### src/rtl/four_way_mux_arbiter.sv
// Round-robin arbiter sharing a 4-to-1 one-bit mux between four requesters,
// with a per-grant hold limit that forces rotation under contention.

module four_way_mux_arbiter #(
    parameter int unsigned MAX_HOLD = 8
) (
    input  logic       clk,
    input  logic       reset,
    input  logic [3:0] request_lines,
    output logic [3:0] grant_lines,
    output logic       grant_valid,
    output logic [1:0] selector_bits,
    output logic [7:0] hold_count
);

    typedef enum logic {
        IDLE,
        GRANT
    } state_t;

    localparam logic [7:0] HOLD_LIMIT = 8'(MAX_HOLD);

    state_t     state_q;
    state_t     state_d;
    logic [1:0] last_q;
    logic [1:0] last_d;
    logic [1:0] sel_d;
    logic [7:0] hold_d;
    logic [3:0] grant_d;
    logic       valid_d;

    logic [3:0] others;
    logic [3:0] candidates;
    logic       pick_found;
    logic [1:0] pick_idx;
    logic [1:0] probe;

    // In GRANT last_q equals the current index, so one search from last_q+1
    // serves both the idle-start and the handover cases.
    always_comb begin
        others     = request_lines & ~(4'b0001 << selector_bits);
        candidates = (state_q == GRANT) ? others : request_lines;
        pick_found = 1'b0;
        pick_idx   = last_q;
        probe      = last_q;
        for (int unsigned i = 1; i <= 4; i++) begin
            probe = last_q + 2'(i);
            if (!pick_found && candidates[probe]) begin
                pick_found = 1'b1;
                pick_idx   = probe;
            end
        end
    end

    always_ff @(posedge clk or posedge reset) begin
        if (reset) begin
            state_q       <= IDLE;
            last_q        <= 2'd3;
            grant_lines   <= '0;
            grant_valid   <= 1'b0;
            selector_bits <= '0;
            hold_count    <= '0;
        end else begin
            state_q       <= state_d;
            last_q        <= last_d;
            grant_lines   <= grant_d;
            grant_valid   <= valid_d;
            selector_bits <= sel_d;
            hold_count    <= hold_d;
        end
    end

    always_comb begin
        state_d = state_q;
        last_d  = last_q;
        sel_d   = selector_bits;
        hold_d  = hold_count;
        unique case (state_q)
            IDLE: begin
                if (pick_found) begin
                    state_d = GRANT;
                    last_d  = pick_idx;
                    sel_d   = pick_idx;
                    hold_d  = 8'd1;
                end
            end
            GRANT: begin
                // Release and hold-limit expiry share one path: rotate if anyone else waits.
                if (!request_lines[selector_bits] ||
                    ((hold_count >= HOLD_LIMIT) && (others != 4'b0000))) begin
                    if (pick_found) begin
                        last_d = pick_idx;
                        sel_d  = pick_idx;
                        hold_d = 8'd1;
                    end else begin
                        state_d = IDLE;
                        hold_d  = '0;
                    end
                end else if (hold_count < HOLD_LIMIT) begin
                    hold_d = hold_count + 8'd1;
                end
            end
            default: state_d = IDLE;
        endcase
    end

    always_comb begin
        grant_d = '0;
        valid_d = 1'b0;
        if (state_d == GRANT) begin
            grant_d = 4'b0001 << sel_d;
            valid_d = 1'b1;
        end
    end

endmodule


### config.mk
export PLATFORM = sky130hd
export DESIGN_NAME = four_way_mux_arbiter
export DESIGN_NICKNAME = d
export VERILOG_FILES = /design/src/rtl/four_way_mux_arbiter.sv
export SDC_FILE = /design/constraint.sdc
export NUM_CORES = 1
export LEC_CHECK = 0
export ABC_CLOCK_PERIOD_IN_PS = 1600
export CAP_MARGIN = 20
export CORE_UTILIZATION = 47
export DETAILED_ROUTE_END_ITERATION = 12
export PLACE_DENSITY_LB_ADDON = 0.1
export SLEW_MARGIN = 30
export SYNTH_ARGS = -nofsm -noshare
export SYNTH_HDL_FRONTEND = slang
export SYNTH_SLANG_ARGS = --single-unit
### constraint.sdc
create_clock -name clk -period 1.6 [get_ports clk]
set_input_delay 0.4 -clock clk [delete_from_list [all_inputs] [get_ports clk]]
set_output_delay 0.4 -clock clk [all_outputs]
set_load 0.05 [all_outputs]
==> results.sh, run 1 <==
export IMPL_tritoncts="yes"
export IMPL_start_util=0.495
export IMPL_core_area_sq_um=2480
export IMPL_syn_inst=120
export IMPL_fin_area_sq_um=2110
export IMPL_clockBufferDepth=2
export IMPL_crit_top_cell="buf_4"
export IMPL_r2r_end="selector_bits[0]"
export IMPL_crit_family="compound AO/OA/AOI/OAI gates"
export IMPL_multi_input_area_sq_um=836
export IMPL_yosys_warnings=0
export IMPL_endpoint_kind="flop"
export IMPL_layout_setup_ws_ps=-244
export IMPL_path_clk_slew_ps=90
export IMPL_crit_path_max_incr_delay_ps=480
export IMPL_max_slew_margin=0.767
export IMPL_portBuffers=20
export IMPL_crit_path_cell_trace="buf_4 > nor2_1 > o21ai_4 > a31oi_4 > nor2_4 > buf_4 > o21a_1"
export IMPL_synthTopCellsByArea="dfrtp_1 31%, dfstp_2 4.3%, o21a_1 4.3%"
export IMPL_synth_edff_count=0
export IMPL_grt_pass1_vias=1260
export IMPL_synth_seq_area_share=0.349
export IMPL_finalNetCount=196
export IMPL_root_buffer="clkbuf_4"
export IMPL_rsz0062_at_grt="yes"
export IMPL_die_h_microns=53.1
export IMPL_grt_usage=0.309
export IMPL_grt_pass1_wl_mm=6.09
export IMPL_crit_buf_inv=2
export IMPL_clk_latency_ps=290
export IMPL_synthDistinctLibCells=54
export IMPL_rows=18
export IMPL_start_kind="flop"
export IMPL_drv_cap=0
export IMPL_worstSetupPathType="reg -> reg"
export IMPL_powerDensity_nw_per_um2=1930
export IMPL_totalNegativeSetupSlack_ps=-2750
export IMPL_critPathArrivalTime_ps=2020
export IMPL_dieArea_sq_um=2820
export IMPL_layout_drive_gt1_share=0.551
export IMPL_die_w_microns=53.1
export IMPL_vias=1312
export IMPL_num_antenna_cells=0
export IMPL_synth_area_per_cell_sq_um=10.2
export IMPL_gp_congestion=0.881
export IMPL_slowest_stage="dfrtp_2"
export IMPL_finalCritPeriodShare=1.15
export IMPL_max_vdd_ir_drop_uv=1540
export IMPL_clock_skew_ps=8.99
export IMPL_htreeDepth=1
export IMPL_cts_sinks=17
export IMPL_hpwl_mm=2.73
export IMPL_drv_slew=0
export IMPL_routed_via_density=6.05
export IMPL_wirelength_mm=4.14
export IMPL_wl_per_cell_microns=19.1
export IMPL_path_max_fanout=7
export IMPL_r2r_cells=7
export IMPL_whs_ps=419
export IMPL_placed_area_sq_um=1900
export IMPL_hp_class="in -> async"
export IMPL_cts_buffers_inserted=3
export IMPL_synth_nets=128
export IMPL_violations="negative setup slack"
export IMPL_required_ps=1780
export IMPL_grt_max_degree=18
export IMPL_synth_top_area_share=0.306
export IMPL_utilization=0.853
export IMPL_grt_overflow=0
export IMPL_register_area_sq_um=432
export IMPL_remaining_drc_errors=0
export IMPL_p_leak_uw=0.000955
export IMPL_synthFlopType="dfrtp_1"
export IMPL_syn_area_sq_um=1230
export IMPL_fin_cells=217
export IMPL_dp_cells=201
export IMPL_setup_viol=17
export IMPL_rrSetupSlack_ps=-240
export IMPL_antenna_found_initial=0
export IMPL_status="finished, violations left"
export IMPL_timing_rr_start="selector_bits[0]"
export IMPL_ant_nets=0
export IMPL_min_period_ps=1840
export IMPL_hold_buffers=0
export IMPL_hold_viol_final=0
export IMPL_fmax_mhz=542
export IMPL_dr_pass1_iters=4
export IMPL_drt_iter0_drc=51
export IMPL_area_growth_pct=72.1
export IMPL_async_flop_share=1.00
export IMPL_synth_area_leader_cell="dfrtp_1"
export IMPL_fill_cells=127
export IMPL_tightest_slew_ps=349
export IMPL_ios=21
export IMPL_ys_seq_elements=17
[metrics by stage]
step                setup slack [ps]  power, uW
floorplan                       -240       2340
global placement                -590       3340
detailed placement              -678       3410
CTS                             -163       3820
global route                    -287       4260
finish                          -244       4080
[what timing repair did]
action / 4_1_cts / 5_1_grt
gates cloned: 0 / 0
endpoints found under the setup margin: 17 / 20
setup buffers: 6 / 6
pin swaps: 6 / 4
resized for setup: 15 / 8
[flip-flops by register name (all words and copies together), names as in the netlist]
register	cells
grant_lines	4
last_q	2
selector_bits	2
hold_count	8
grant_valid	1
[cell usage after synthesis (2+ instances only)]
| library cell | n |
|---|---|
| nor3_1 | 3 |
| inv_1 | 5 |
| nand4_1 | 3 |
| nor2b_4 | 2 |
| mux2_4 | 2 |
| a21o_1 | 2 |
| o21a_1 | 7 |
| nand3b_1 | 2 |
| nand2_1 | 8 |
| a31oi_1 | 2 |
| buf_6 | 3 |
| nor2_2 | 2 |
| dfstp_2 | 2 |
| nand4bb_1 | 2 |
| o21ai_0 | 3 |
| mux2i_1 | 2 |
| nand3_1 | 7 |
| a32o_1 | 2 |
| nor4_1 | 2 |
| a21oi_1 | 3 |
| o211a_1 | 2 |
| nor2_1 | 5 |
| ha_1 | 2 |
| dfrtp_1 | 15 |
| o21ai_1 | 3 |
[where the power goes]
part           internal (uW)  switching, uW
Combinational           1570           1480
Sequential               589            215
Clock                   97.1            126
Total                   2260           1820
[how the worst max path moves through the flow]
| stage | slack [ps] | end | startpoint | cells past startpoint |
|---|---|---|---|---|
| after global routing | -290 | selector_bits[0] | selector_bits[0] | 7 |
| after floorplan | -240 | selector_bits[1] | grant_valid | 6 |
| after CTS | -160 | hold_count[6] | selector_bits[1] | 6 |
| final | -240 | selector_bits[0] | selector_bits[0] | 7 |
| after detailed placement | -680 | hold_count[6] | request_lines[1] | 7 |
| after global placement | -590 | hold_count[7] | request_lines[1] | 7 |
[worst register-to-register path, delay by kind of cell, from the launching register on]
kind	cells	cell delay, ps
AO/OA/AOI/OAI	3	610
flip-flops	1	480
AND/OR/NAND/NOR	2	330
buffers and inverters	2	320
[placed cells by master, fill, tap and decap left out, drive strengths merged, types with 3 or more instances in the layout]
cell type	instances
clkbuf	4
buf	63
a31oi	3
o21a	7
nor2b	3
inv	5
dlygate4sd2	4
o21ai	7
nand2	9
dfrtp	15
nor2	8
nor3	5
nand4	3
a21oi	3
nand3	8
[final cells by class]
class / instances / share of cell area
well taps: 30 / 0.0178
multi-input cells: 93 / 0.396
repair buffers: 68 / 0.361
clock buffers: 4 / 0.0124
flip-flops and latches: 17 / 0.204
inverters: 5 / 0.00889
[per-layer routing]
| layer | vias to the layer above | GRT usage | share of wire |
|---|---|---|---|
| met2 | 78 | 0.534 | 0.50 |
| met5 | - | 0 | 0 |
| li1 | 584 | - | - |
| met4 | 0 | 0.0877 | 0.027 |
| met1 | 637 | 0.364 | 0.40 |
| met3 | 13 | 0.0977 | 0.076 |
[logic make-up after synthesis]
kind of cell	synth area share
AOI/OAI and AO/OA	0.260
adders and majority gates	0.0204
buffers and inverters	0.0520
DFF	0.349
muxes	0.0408
and+or+nand+nor	0.278
Power figures use the tool's default switching activity.
==> run 2: changes to the inputs <==
--- a/config.mk
+++ b/config.mk
@@ -7,9 +7,10 @@
 export LEC_CHECK = 0
 export ABC_CLOCK_PERIOD_IN_PS = 1600
 export CAP_MARGIN = 20
+export CORE_MARGIN = 2
 export CORE_UTILIZATION = 47
 export DETAILED_ROUTE_END_ITERATION = 12
-export PLACE_DENSITY_LB_ADDON = 0.1
+export PLACE_DENSITY_LB_ADDON = 0.3
 export SLEW_MARGIN = 30
 export SYNTH_ARGS = -nofsm -noshare
 export SYNTH_HDL_FRONTEND = slang
==> run 2 against run 1 <==
Net effect:
- the flow still finishes with violations (negative setup slack)
- non-clock buffer count fell by 4
- combinational power barely moved
- sequential cell count did not move
- critical endpoint is now hold_count[6]
==> results.sh, run 2 (synthesized netlist as in run 1, its figures left out) <==
export IMPL_setup_viol=18
export IMPL_clock_skew_ps=3.16
export IMPL_wirelength_mm=4.58
export IMPL_start_util=0.495
export IMPL_core_area_sq_um=2480
export IMPL_tritoncts="yes"
export IMPL_grt_usage=0.300
export IMPL_hp_class="in -> async"
export IMPL_gp_congestion=0.935
export IMPL_layout_setup_ws_ps=-277
export IMPL_finalNetCount=192
export IMPL_wl_per_cell_microns=21.5
export IMPL_grt_pass1_vias=1261
export IMPL_whs_ps=421
export IMPL_finalCritPeriodShare=1.17
export IMPL_p_leak_uw=0.000947
export IMPL_cts_sinks=17
export IMPL_dr_pass1_iters=4
export IMPL_min_period_ps=1880
export IMPL_path_clk_slew_ps=90
export IMPL_required_ps=1830
export IMPL_die_h_microns=55.1
export IMPL_power_uw=4160
export IMPL_worstSetupPathType="reg -> reg"
export IMPL_ant_nets=0
export IMPL_powerDensity_nw_per_um2=1960
export IMPL_ios=21
export IMPL_layout_drive_gt1_share=0.574
export IMPL_fmax_mhz=533
export IMPL_dieArea_sq_um=3040
export IMPL_tightest_slew_ps=396
export IMPL_grt_pass1_wl_mm=6.29
export IMPL_r2r_end="hold_count[6]"
export IMPL_final_cell_mix="36 x buf_4, 16 x buf_12, 12 x dfrtp_1, 7 x o21a_1, 7 x buf_6"
export IMPL_max_vdd_ir_drop_uv=1530
export IMPL_htreeDepth=1
export IMPL_area_growth_pct=72.8
export IMPL_largest_reg_flops=8
export IMPL_root_buffer="clkbuf_4"
export IMPL_path_max_fanout=8
export IMPL_cts_buffers_inserted=3
export IMPL_timing_rr_start="selector_bits[1]"
export IMPL_drv_slew=0
export IMPL_rrSetupSlack_ps=-280
export IMPL_routed_via_density=6.41
export IMPL_vias=1366
export IMPL_grt_max_degree=18
export IMPL_antenna_found_initial=0
export IMPL_grt_overflow=0
export IMPL_num_antenna_cells=0
export IMPL_r2r_cells=6
export IMPL_hold_viol_final=0
export IMPL_drt_iter0_drc=75
export IMPL_dp_slack_ps=-678
export IMPL_critPathArrivalTime_ps=2110
export IMPL_clockBufferDepth=2
export IMPL_endpoint_kind="flop"
export IMPL_top_regs="hold_count x8, grant_lines x4"
export IMPL_portBuffers=20
export IMPL_hpwl_mm=2.71
export IMPL_rows=18
export IMPL_max_slew_margin=0.736
export IMPL_remaining_drc_errors=0
export IMPL_die_w_microns=55.1
export IMPL_status="finished, violations left"
export IMPL_fill_cells=126
export IMPL_final_common_cell="buf_4"
export IMPL_start_kind="flop"
export IMPL_drv_cap=0
export IMPL_rsz0062_at_grt="yes"
export IMPL_clk_latency_ps=290
export IMPL_regMostFlops="hold_count"
export IMPL_violations="negative setup slack"
run 2: cell types whose count changed in the layout (fill, tap and decap cells not counted), sizes merged:
cell  before  now
buf       63   59
run 2: how the worst max path moves through the flow:
stage | slack (ps) | end | from | cells past startpoint
after floorplan | -240 | selector_bits[1] | grant_valid | 6
after global placement | -580 | hold_count[7] | request_lines[1] | 7
after detailed placement | -680 | hold_count[6] | request_lines[1] | 7
after CTS | -140 | selector_bits[1] | selector_bits[1] | 6
after global routing | -320 | selector_bits[1] | selector_bits[1] | 6
final | -280 | hold_count[6] | selector_bits[1] | 6
run 2: critical path, stage by stage, from the launching register on:
cell       delay [ps]
dfrtp_2           530
mux2_4            360
a2bb2oi_4         230
a211oi_2           70
buf_6             160
nor4b_4           290
o21a_1            160
run 2: final cells by class:
type / count / area, sq um / share of cell area
clock buffer: 4 / 26.3 / 0.0124
inverter: 5 / 18.8 / 0.00885
multi-input combinational: 93 / 892 / 0.421
sequential: 17 / 432 / 0.204
tap: 30 / 37.5 / 0.0177
timing repair buffer: 64 / 714 / 0.337
run 2: power breakdown:
| part | switching (uW) | internal, uW |
|---|---|---|
| Combinational | 1510 | 1570 |
| Clock | 129 | 97.1 |
| Sequential | 265 | 589 |
| Total | 1900 | 2260 |
run 2: metrics by stage:
stage,instance area [sq um],util,std cells,setup TNS (ps)
after floorplan,1270,-,120,-2110
after global placement,1850,0.745,197,-8100
after detailed placement,1850,0.745,197,-9240
after CTS,2040,0.822,211,-1490
after global routing,2120,0.856,213,-3920
final,2120,0.856,213,-3050
run 2: routing by layer:
metal | vias to the layer above | track usage | share of wire
met1 | 672 | 0.414 | 0.40
met3 | 19 | 0.0591 | 0.091
met4 | 0 | 0.0894 | 0.032
met2 | 97 | 0.476 | 0.48
li1 | 578 | - | -
met5 | - | 0 | 0
run 2: repair_timing:
item                       CTS  global route
setup buffers               10             3
gates resized for setup     23            13
pin swaps                    8             9
setup endpoints to repair   17            19
hold buffers                 0             0
==> run 3: changes to the inputs <==
--- a/config.mk
+++ b/config.mk
@@ -6,7 +6,6 @@
 export NUM_CORES = 1
 export LEC_CHECK = 0
 export ABC_CLOCK_PERIOD_IN_PS = 1600
-export CAP_MARGIN = 20
 export CORE_MARGIN = 2
 export CORE_UTILIZATION = 47
 export DETAILED_ROUTE_END_ITERATION = 12
==> results of run 3 <==
No change in the layout: final DEF, timing and power equal those of run 2.
